[config.mk]
export PLATFORM = sky130hd
export DESIGN_NAME = mac_operand_sequencer
export DESIGN_NICKNAME = d
export VERILOG_FILES = /design/src/rtl/mac_seq_pkg.sv /design/src/rtl/mac_credit_counter.sv /design/src/rtl/mac_operand_sequencer.sv
export SDC_FILE = /design/constraint.sdc
export NUM_CORES = 1
export LEC_CHECK = 0
export ABC_CLOCK_PERIOD_IN_PS = 7800
export BUFFER_PORTS_ARGS = -buffer_cell sky130_fd_sc_hd__buf_4
export CORE_ASPECT_RATIO = 2
export CORE_MARGIN = 2
export CORE_UTILIZATION = 25
export CTS_CLUSTER_DIAMETER = 150
export DETAILED_ROUTE_END_ITERATION = 6
export GPL_TIMING_DRIVEN = 0
export PLACE_DENSITY = 0.52
export SYNTH_ARGS = -nofsm -noshare
export SYNTH_HDL_FRONTEND = slang
export SYNTH_SLANG_ARGS = --single-unit
[constraint.sdc]
create_clock -name clk -period 7.8 [get_ports clk]
set_input_delay 0.39 -clock clk [delete_from_list [all_inputs] [get_ports clk]]
set_output_delay 0.39 -clock clk [all_outputs]
set_load 0.05 [all_outputs]
[src/rtl/mac_seq_pkg.sv]
// Shared types and constants for the MAC operand sequencer.
package mac_seq_pkg;

  localparam int unsigned UNUM_W               = 32;
  localparam logic [UNUM_W-1:0] UNUM_ZERO      = 32'h0;
  localparam int unsigned DEFAULT_LEN_W        = 16;
  localparam int unsigned DEFAULT_MAX_INFLIGHT = 2;

  typedef enum logic [1:0] {
    IDLE,
    CLEAR,
    STREAM,
    DRAIN
  } seq_state_t;

endpackage

[src/rtl/mac_credit_counter.sv]
// Saturating up/down credit counter: inc and dec in the same cycle cancel,
// dec at zero and inc at the limit are ignored.
module mac_credit_counter #(
  parameter int unsigned W   = 2,
  parameter int unsigned MAX = 2
) (
  input  logic         i_clk,
  input  logic         i_rst,
  input  logic         i_inc,
  input  logic         i_dec,
  output logic [W-1:0] o_count,
  output logic         o_full
);

  localparam logic [W-1:0] MAX_C = W'(MAX);

  logic [W-1:0] r_count;

  // Credit usage: +1 per issued finish, -1 per returned finish, saturating.
  always_ff @(posedge i_clk or posedge i_rst) begin
    if (i_rst) begin
      r_count <= '0;
    end else if (i_inc && !i_dec && (r_count != MAX_C)) begin
      r_count <= r_count + W'(1);
    end else if (i_dec && !i_inc && (r_count != '0)) begin
      r_count <= r_count - W'(1);
    end
  end

  assign o_count = r_count;
  assign o_full  = (r_count >= MAX_C);

endmodule

[src/rtl/mac_operand_sequencer.sv]
// Transmitter side of the MAC operand interface: streams len-element dot
// products to the accumulator, flags the last element with mac_finish and
// limits outstanding dot products using returned mac_finish_out credits.
// Optional build macro: MAC_SEQ_ZERO_SKIP_EN (pairs containing a unum zero
// are consumed and counted but not driven with mac_valid).
module mac_operand_sequencer
  import mac_seq_pkg::*;
#(
  parameter int unsigned LEN_W        = DEFAULT_LEN_W,
  parameter int unsigned MAX_INFLIGHT = DEFAULT_MAX_INFLIGHT
) (
  input  logic              clk,
  input  logic              rst,
  input  logic              start,
  input  logic [LEN_W-1:0]  len,
  input  logic [LEN_W-1:0]  num_dots,
  output logic              busy,
  output logic              done,
  output logic              err_zero,
  input  logic              op_valid,
  output logic              op_ready,
  input  logic [UNUM_W-1:0] op_a,
  input  logic [UNUM_W-1:0] op_b,
  output logic [UNUM_W-1:0] mac_unum1,
  output logic [UNUM_W-1:0] mac_unum2,
  output logic              mac_valid,
  output logic              mac_finish,
  output logic              mac_rst,
  input  logic              mac_finish_out,
  output logic [1:0]        inflight
);

  seq_state_t        r_state;
  logic [LEN_W-1:0]  r_len;
  logic [LEN_W-1:0]  r_num_dots;
  logic [LEN_W-1:0]  r_elem;
  logic [LEN_W-1:0]  r_dot;
  logic              r_busy;
  logic              r_done;
  logic              r_err_zero;
  logic              r_mac_valid;
  logic              r_mac_finish;
  logic              r_mac_rst;
  logic [UNUM_W-1:0] r_unum1;
  logic [UNUM_W-1:0] r_unum2;

  logic [1:0]        w_count;
  logic              w_full;
  logic              w_hs;
  logic              w_last_elem;
  logic              w_last_dot;
  logic              w_issue_fin;
  logic              w_drive_valid;

  assign op_ready    = (r_state == STREAM) && !w_full;
  assign w_hs        = op_valid && op_ready;
  assign w_last_elem = (r_elem == (r_len - LEN_W'(1)));
  assign w_last_dot  = (r_dot == (r_num_dots - LEN_W'(1)));
  assign w_issue_fin = w_hs && w_last_elem;

`ifdef MAC_SEQ_ZERO_SKIP_EN
  assign w_drive_valid = (op_a != UNUM_ZERO) && (op_b != UNUM_ZERO);
`else
  assign w_drive_valid = 1'b1;
`endif

  mac_credit_counter #(
    .W   (2),
    .MAX (MAX_INFLIGHT)
  ) u_credit (
    .i_clk   (clk),
    .i_rst   (rst),
    .i_inc   (w_issue_fin),
    .i_dec   (mac_finish_out),
    .o_count (w_count),
    .o_full  (w_full)
  );

  // Job sequencing FSM with registered accumulator-side outputs.
  always_ff @(posedge clk or posedge rst) begin
    if (rst) begin
      r_state      <= IDLE;
      r_len        <= '0;
      r_num_dots   <= '0;
      r_elem       <= '0;
      r_dot        <= '0;
      r_busy       <= 1'b0;
      r_done       <= 1'b0;
      r_err_zero   <= 1'b0;
      r_mac_valid  <= 1'b0;
      r_mac_finish <= 1'b0;
      r_mac_rst    <= 1'b0;
      r_unum1      <= '0;
      r_unum2      <= '0;
    end else begin
      r_done       <= 1'b0;
      r_err_zero   <= 1'b0;
      r_mac_valid  <= 1'b0;
      r_mac_finish <= 1'b0;
      r_mac_rst    <= 1'b0;
      // busy stays high through the done cycle; a start accepted in that
      // same cycle (state already IDLE) re-asserts it below.
      if (r_done) begin
        r_busy <= 1'b0;
      end
      unique case (r_state)
        IDLE: begin
          if (start) begin
            if ((len == '0) || (num_dots == '0)) begin
              r_err_zero <= 1'b1;
            end else begin
              r_len      <= len;
              r_num_dots <= num_dots;
              r_busy     <= 1'b1;
              r_mac_rst  <= 1'b1;
              r_state    <= CLEAR;
            end
          end
        end
        CLEAR: begin
          r_elem  <= '0;
          r_dot   <= '0;
          r_state <= STREAM;
        end
        STREAM: begin
          if (w_hs) begin
            r_unum1      <= op_a;
            r_unum2      <= op_b;
            r_mac_valid  <= w_drive_valid;
            r_mac_finish <= w_last_elem;
            if (w_last_elem) begin
              r_elem <= '0;
              r_dot  <= r_dot + LEN_W'(1);
              if (w_last_dot) begin
                r_state <= DRAIN;
              end
            end else begin
              r_elem <= r_elem + LEN_W'(1);
            end
          end
        end
        DRAIN: begin
          if (w_count == '0) begin
            r_done  <= 1'b1;
            r_state <= IDLE;
          end
        end
        default: r_state <= IDLE;
      endcase
    end
  end

  assign busy       = r_busy;
  assign done       = r_done;
  assign err_zero   = r_err_zero;
  assign mac_unum1  = r_unum1;
  assign mac_unum2  = r_unum2;
  assign mac_valid  = r_mac_valid;
  assign mac_finish = r_mac_finish;
  assign mac_rst    = r_mac_rst;
  assign inflight   = w_count;

endmodule

# Word level (Yosys, flattened, before mapping)
# Cells that the tools add are included.
[word_totals] output_inout_bits=73 in_bits=101 reg_bits=138 word_cells=88
[classes] muxes=31 n_bitwise=1 n_reduce_logical=23 magnitude_cmp=1 n_addsub=6 n_eq_ne=12
[ops] cell="two-way mux 16 bit" count=4
[ops] cell="one-hot mux 16 bit (2 select lines)" count=2
[ops] cell="adder 16 x 1 -> 16 bit (second input constant)" count=2
[ops] cell="== test 16 bit" count=2
[ops] cell="logical NOT 16 bit" count=2
[ops] cell="subtractor 16 x 1 -> 16 bit (second input constant)" count=2
[ops] cell="two-way mux 1 bit" count=16
[ops] cell="two-way mux 2 bit" count=8
[ops] cell="inequality test 2 bit (second input constant)" count=7
[ops] cell="one-hot mux 2 bit (4 select lines)" count=1
[ops] cell="logical AND 1 bit" count=7
[ops] cell="AND reduction 3 bit" count=2
[ops] cell="AND reduction 6 bit" count=1
[ops] cell="nonzero test 2 bit" count=3
[ops] cell="== test 2 bit (second input constant)" count=2
[ops] cell="logical NOT 2 bit" count=2
[ops] cell="AND reduction 2 bit" count=2
[ops] cell="logical NOT 1 bit" count=3
[ops] cell="adder 2 x 1 -> 2 bit (second input constant)" count=1
[ops] cell="== test 2 x 1 -> 1 bit (second input constant)" count=1
[ops] cell="greater-or-equal comparator 2 bit (second input constant)" count=1
[ops] cell="subtractor 2 x 1 -> 2 bit (second input constant)" count=1
[ops] cell="logical OR 1 bit" count=1
[ops] cell="inverter 1 bit" count=1

# Depth between registers and ports, before layout
[depth] depth_word=10 mapped_depth=13

# By module
# A second synthesis with hierarchy kept.
[hier_totals] hier_cells=727 area_unflattened_um2=6956.7
[modules_own_cells] mod="mac_operand_sequencer" seq_area_each_um2=3403.3 area_per_inst_um2=6831.6 cells_each=712 instances=1
[modules_own_cells] mod="mac_credit_counter" seq_area_each_um2=50.0 area_per_inst_um2=125.1 cells_each=15 instances=1

# Least setup slack after synthesis
# Ideal clock, no wire load.
[synth_timing] path_kind="flip-flop to flip-flop" startpoint="register r_len[0]" endpoint="register r_dot[0]" arrival_time_ps=3146 path_slack_ps=4529 stages_incl_launch_ff=13 setup_ps=125 period_less_slack_ps=3271 path_buffers=2 cell_sequence="dfrtp_1 inv_1 ha_1 buf_4 or3b_2 o31a_1 or4_4 o211ai_2 o211ai_4 o21a_1 buf_6 nor2_1 mux2_2"
[synth_between] elab_chain_len=4
[synth_lines] item="from (decl)" line="mac_operand_sequencer.sv:34" source="logic [LEN_W-1:0] r_len;"
[synth_lines] item="from (signal assigned)" line="mac_operand_sequencer.sv:112" source="r_len <= len;"
[synth_lines] item="subtractor 16 x 1 -> 16 bit" line="mac_operand_sequencer.sv:57" source="assign w_last_elem = (r_elem == (r_len - LEN_W'(1)));"
[synth_lines] item="== test 16 bit" line="mac_operand_sequencer.sv:57"
[synth_lines] item="inequality test 2 bit (no line)"
[synth_lines] item="AND reduction 3 bit (no line)"
[synth_lines] item="to (signal assigned)" line="mac_operand_sequencer.sv:133" source="r_dot <= r_dot + LEN_W'(1);"
[synth_lines] item="to (decl)" line="mac_operand_sequencer.sv:37" source="logic [LEN_W-1:0] r_dot;"
# Every way passes these cells.
# A chain may end at the register's enable or synchronous reset.

# Worst setup path in the final report
# Ends and elaborated chain as after synthesis.

==> reports/qor.yml <==
avgRoutedWirePerCell_um: 14.53
place_area_mm2: 0.008658
tightestPinTransition_ns: 0.9336
fin_crit_ns: 3.693
ant_nets: 0
root_buffer: "clkbuf_16"
setup_viol_count_final: 0
coreArea_mm2: 0.02733
ys_top_cells_by_area: "dfrtp_1, nand2_1, xor2_1"
muxShareOfSynthArea_pct: 1.635
ios: 174
drt_iter0_markers: 273
synth.top_cell.area_share_pct: 50.15
worstPathRequired_ns: 8.12
hold_buffers: 0
drive_above_1_share_pct: 21.84
grt-ovfl-total: 0
grt_pass1_wl_mm: 33.20
worstReg2RegStart: "r_len[0]"
die_h_um: 238.7
synth_top_family_by_area: "simple AND/OR/NAND/NOR gates"
globalRouteMet1Util_pct: 18.91
yosysWarnings: 0
postLayoutCellArea_mm2: 0.009220
switching_share_pct: 29.02
slew_headroom_pct: 37.19
met2_usage_pct: 22.69
max_freq_ghz: 0.2708
cts_tree: "yes"
end_kind: "flop"
reg2reg_depth: 12
cp-start-kind: "flop"
syn_inst: 808
post_cts_resized: 0
grt_usage_pct: 14.47
vias_per_cell: 4.600
layout_commonest_cell: "nand2_1"
switching_power_uw: 553.9
syn_avg_cell_area_um2: 8.523
clk_pin_slew_worst_paths_ns: 0.06
min_period_over_period_pct: 47.34
seqPwrFrac_pct: 41.8
cts_buffers: 17
finalSetupTns_ns: 0
hold_path.class: "input port to asynchronous set/reset pin"
crit_fanout: 10
skew_ns: 0.009714
dp_hpwl_mm: 14.70
synth_area_mm2: 0.006887
clock_sinks: 138
cts_buffer_depth: 2
arrival_ns: 4.01
synthesis.nets: 917
ys_types: 53
critical_path_class: "flop to flop"
comb_power_share_pct: 17.0
dieArea_mm2: 0.02897
r2r_end: "r_dot[0]"
grt_use_met3_pct: 4.890
io_buffers: 173
mostFrequentLayoutCells: "nand2_1, buf_4, dfrtp_1"
antenna_cells: 0
areaGrowthSynthToFinish_pct: 33.88
cts_max_level: 4
clockPowerShare_pct: 41.2
internal_power_mw: 1.355
antenna_found_initial: 0
ys_seq_elements: 138
status: "complete, no violations"
synth_xor_area_share_pct: 6.359
synthFlopType: "dfrtp_1"
rows: 86
pwr_density_cell_mw_per_mm2: 207.0
hold_viol_final: 0
gp_congestion: 0.8178
vias: 6274
synthAdderAreaFrac_pct: 1.453
routed_wl_mm: 19.82
nets: 1110
nFillCells: 2924
busiest_layer: "met2"
grt_max_degree: 85
cap_viol_max_count: 0
slew_violations: 0
synth_edf_count: 0
power.leakage_nw: 4.559
drtPass1Iterations: 5
synth-simple-area-share_pct: 30.03
rrSetupSlack_ns: 4.11
die_x_um: 121.4
ir_drop_uv: 156.1
synth_async_sr_flop_share_pct: 100.0
synth_largest_area_cell: "dfrtp_1"
postCtsSetupBuffers: 0
initial_utilization_pct: 25.20
rsz0062_at_grt: "no"
yosysSeqAreaShare_pct: 50.15
synth_compound_area_share_pct: 6.959
drc_errors: 0
grt_pass1_vias: 6471
clock_latency_ns: 0.43
[cell type report]
| type | instances | area, um2 | area share, % |
|---|---|---|---|
| clock buffer | 23 | 467.9 | 5.075 |
| sequential | 138 | 3453 | 37.45 |
| timing repair buffer | 174 | 1326 | 14.38 |
| tap | 352 | 440.4 | 4.777 |
| multi-input combinational | 614 | 3198 | 34.69 |
| clock inverter | 7 | 93.84 | 1.018 |
| inverter | 21 | 83.83 | 0.9092 |
| buffer | 35 | 156.4 | 1.696 |
[worst max-delay path by stage]
stage	startpoint	end	slack, ns	depth (start not counted)
final	r_len[0]	r_dot[0]	4.11	12
after global routing	r_len[2]	r_elem[8]	3.83	11
after CTS	r_len[0]	r_elem[4]	4.07	13
after detailed placement	r_len[0]	r_elem[4]	4.08	13
after global placement	rst	mac_unum1[5]	1.87	2
after floorplan	rst	busy	3.71	1
[state kept, by name, summed over array words and instances, names as in the netlist]
signal and count:
mac_rst 1, mac_finish 1, r_len 16, err_zero 1
u_credit.o_count 2, done 1, r_num_dots 16, mac_unum1 32
r_state 2, mac_valid 1, busy 1, r_dot 16
r_elem 16, mac_unum2 32
[cell usage after synthesis (all sizes together), types with 12 or more instances]
master,instances
nand3,18
nor4,21
nand2,319
inv,21
a21oi,14
nor3,12
xnor2,22
clkbuf,19
dfrtp,138
buf,16
o21ai,24
nor2,43
xor2,28
[metal layers]
| layer | wire length (um) | up-vias |
|---|---|---|
| li1 | - | 3067 |
| met2 | 9353 | 198 |
| met1 | 8536 | 2986 |
| met3 | 1626 | 23 |
| met5 | 0 | - |
| met4 | 307 | 0 |
[worst max-delay path, cell delays in order (launching register included)]
cell,delay (ns)
dfrtp_1,0.45
inv_1,0.10
ha_1,0.14
buf_4,0.16
or3b_2,0.52
o31a_1,0.28
or4_4,0.51
o211ai_2,0.11
o211ai_4,0.20
o21a_1,0.27
buf_6,0.15
nor2_1,0.29
mux2_2,0.38
[power groups by stage]
| stage | combinational [mW] | sequential (mW) | clock (mW) |
|---|---|---|---|
| 6_report | 0.325 | 0.798 | 0.786 |
| 3_3_place_gp | 0.324 | 0.809 | 0 |
| 3_5_place_dp | 0.329 | 0.809 | 0 |
| 2_1_floorplan | 0.0902 | 0.912 | 0 |
| 5_1_grt | 0.351 | 0.804 | 0.846 |
| 4_1_cts | 0.330 | 0.798 | 0.816 |
[through the flow]
step / power [mW] / hold WS, ns / cells / worst slack [ns] / util (%)
after global placement: 1.133 / 0.4593 / 1333 / 1.873 / 31.56
final: 1.909 / 0.001699 / 1364 / 4.107 / 33.73
after detailed placement: 1.139 / 0.4629 / 1334 / 4.083 / 31.68
after CTS: 1.944 / 0.002009 / 1364 / 4.067 / 33.73
after global routing: 2.001 / 0.02495 / 1364 / 3.826 / 33.73
after floorplan: 1.002 / 0.4665 / 808 / 3.714 / -
[logic make-up (layout without fill, tap and decap cells)]
group | count (synthesis) | after routing
AOI/OAI and AO/OA | 72 | 72
buffers and inverters | 56 | 260
adders and majority gates | 8 | 8
muxes | 11 | 11
DFF | 138 | 138
xor gates and xnor gates | 50 | 50
and+or+nand+nor | 473 | 473
Power figures use the tool's default switching activity.
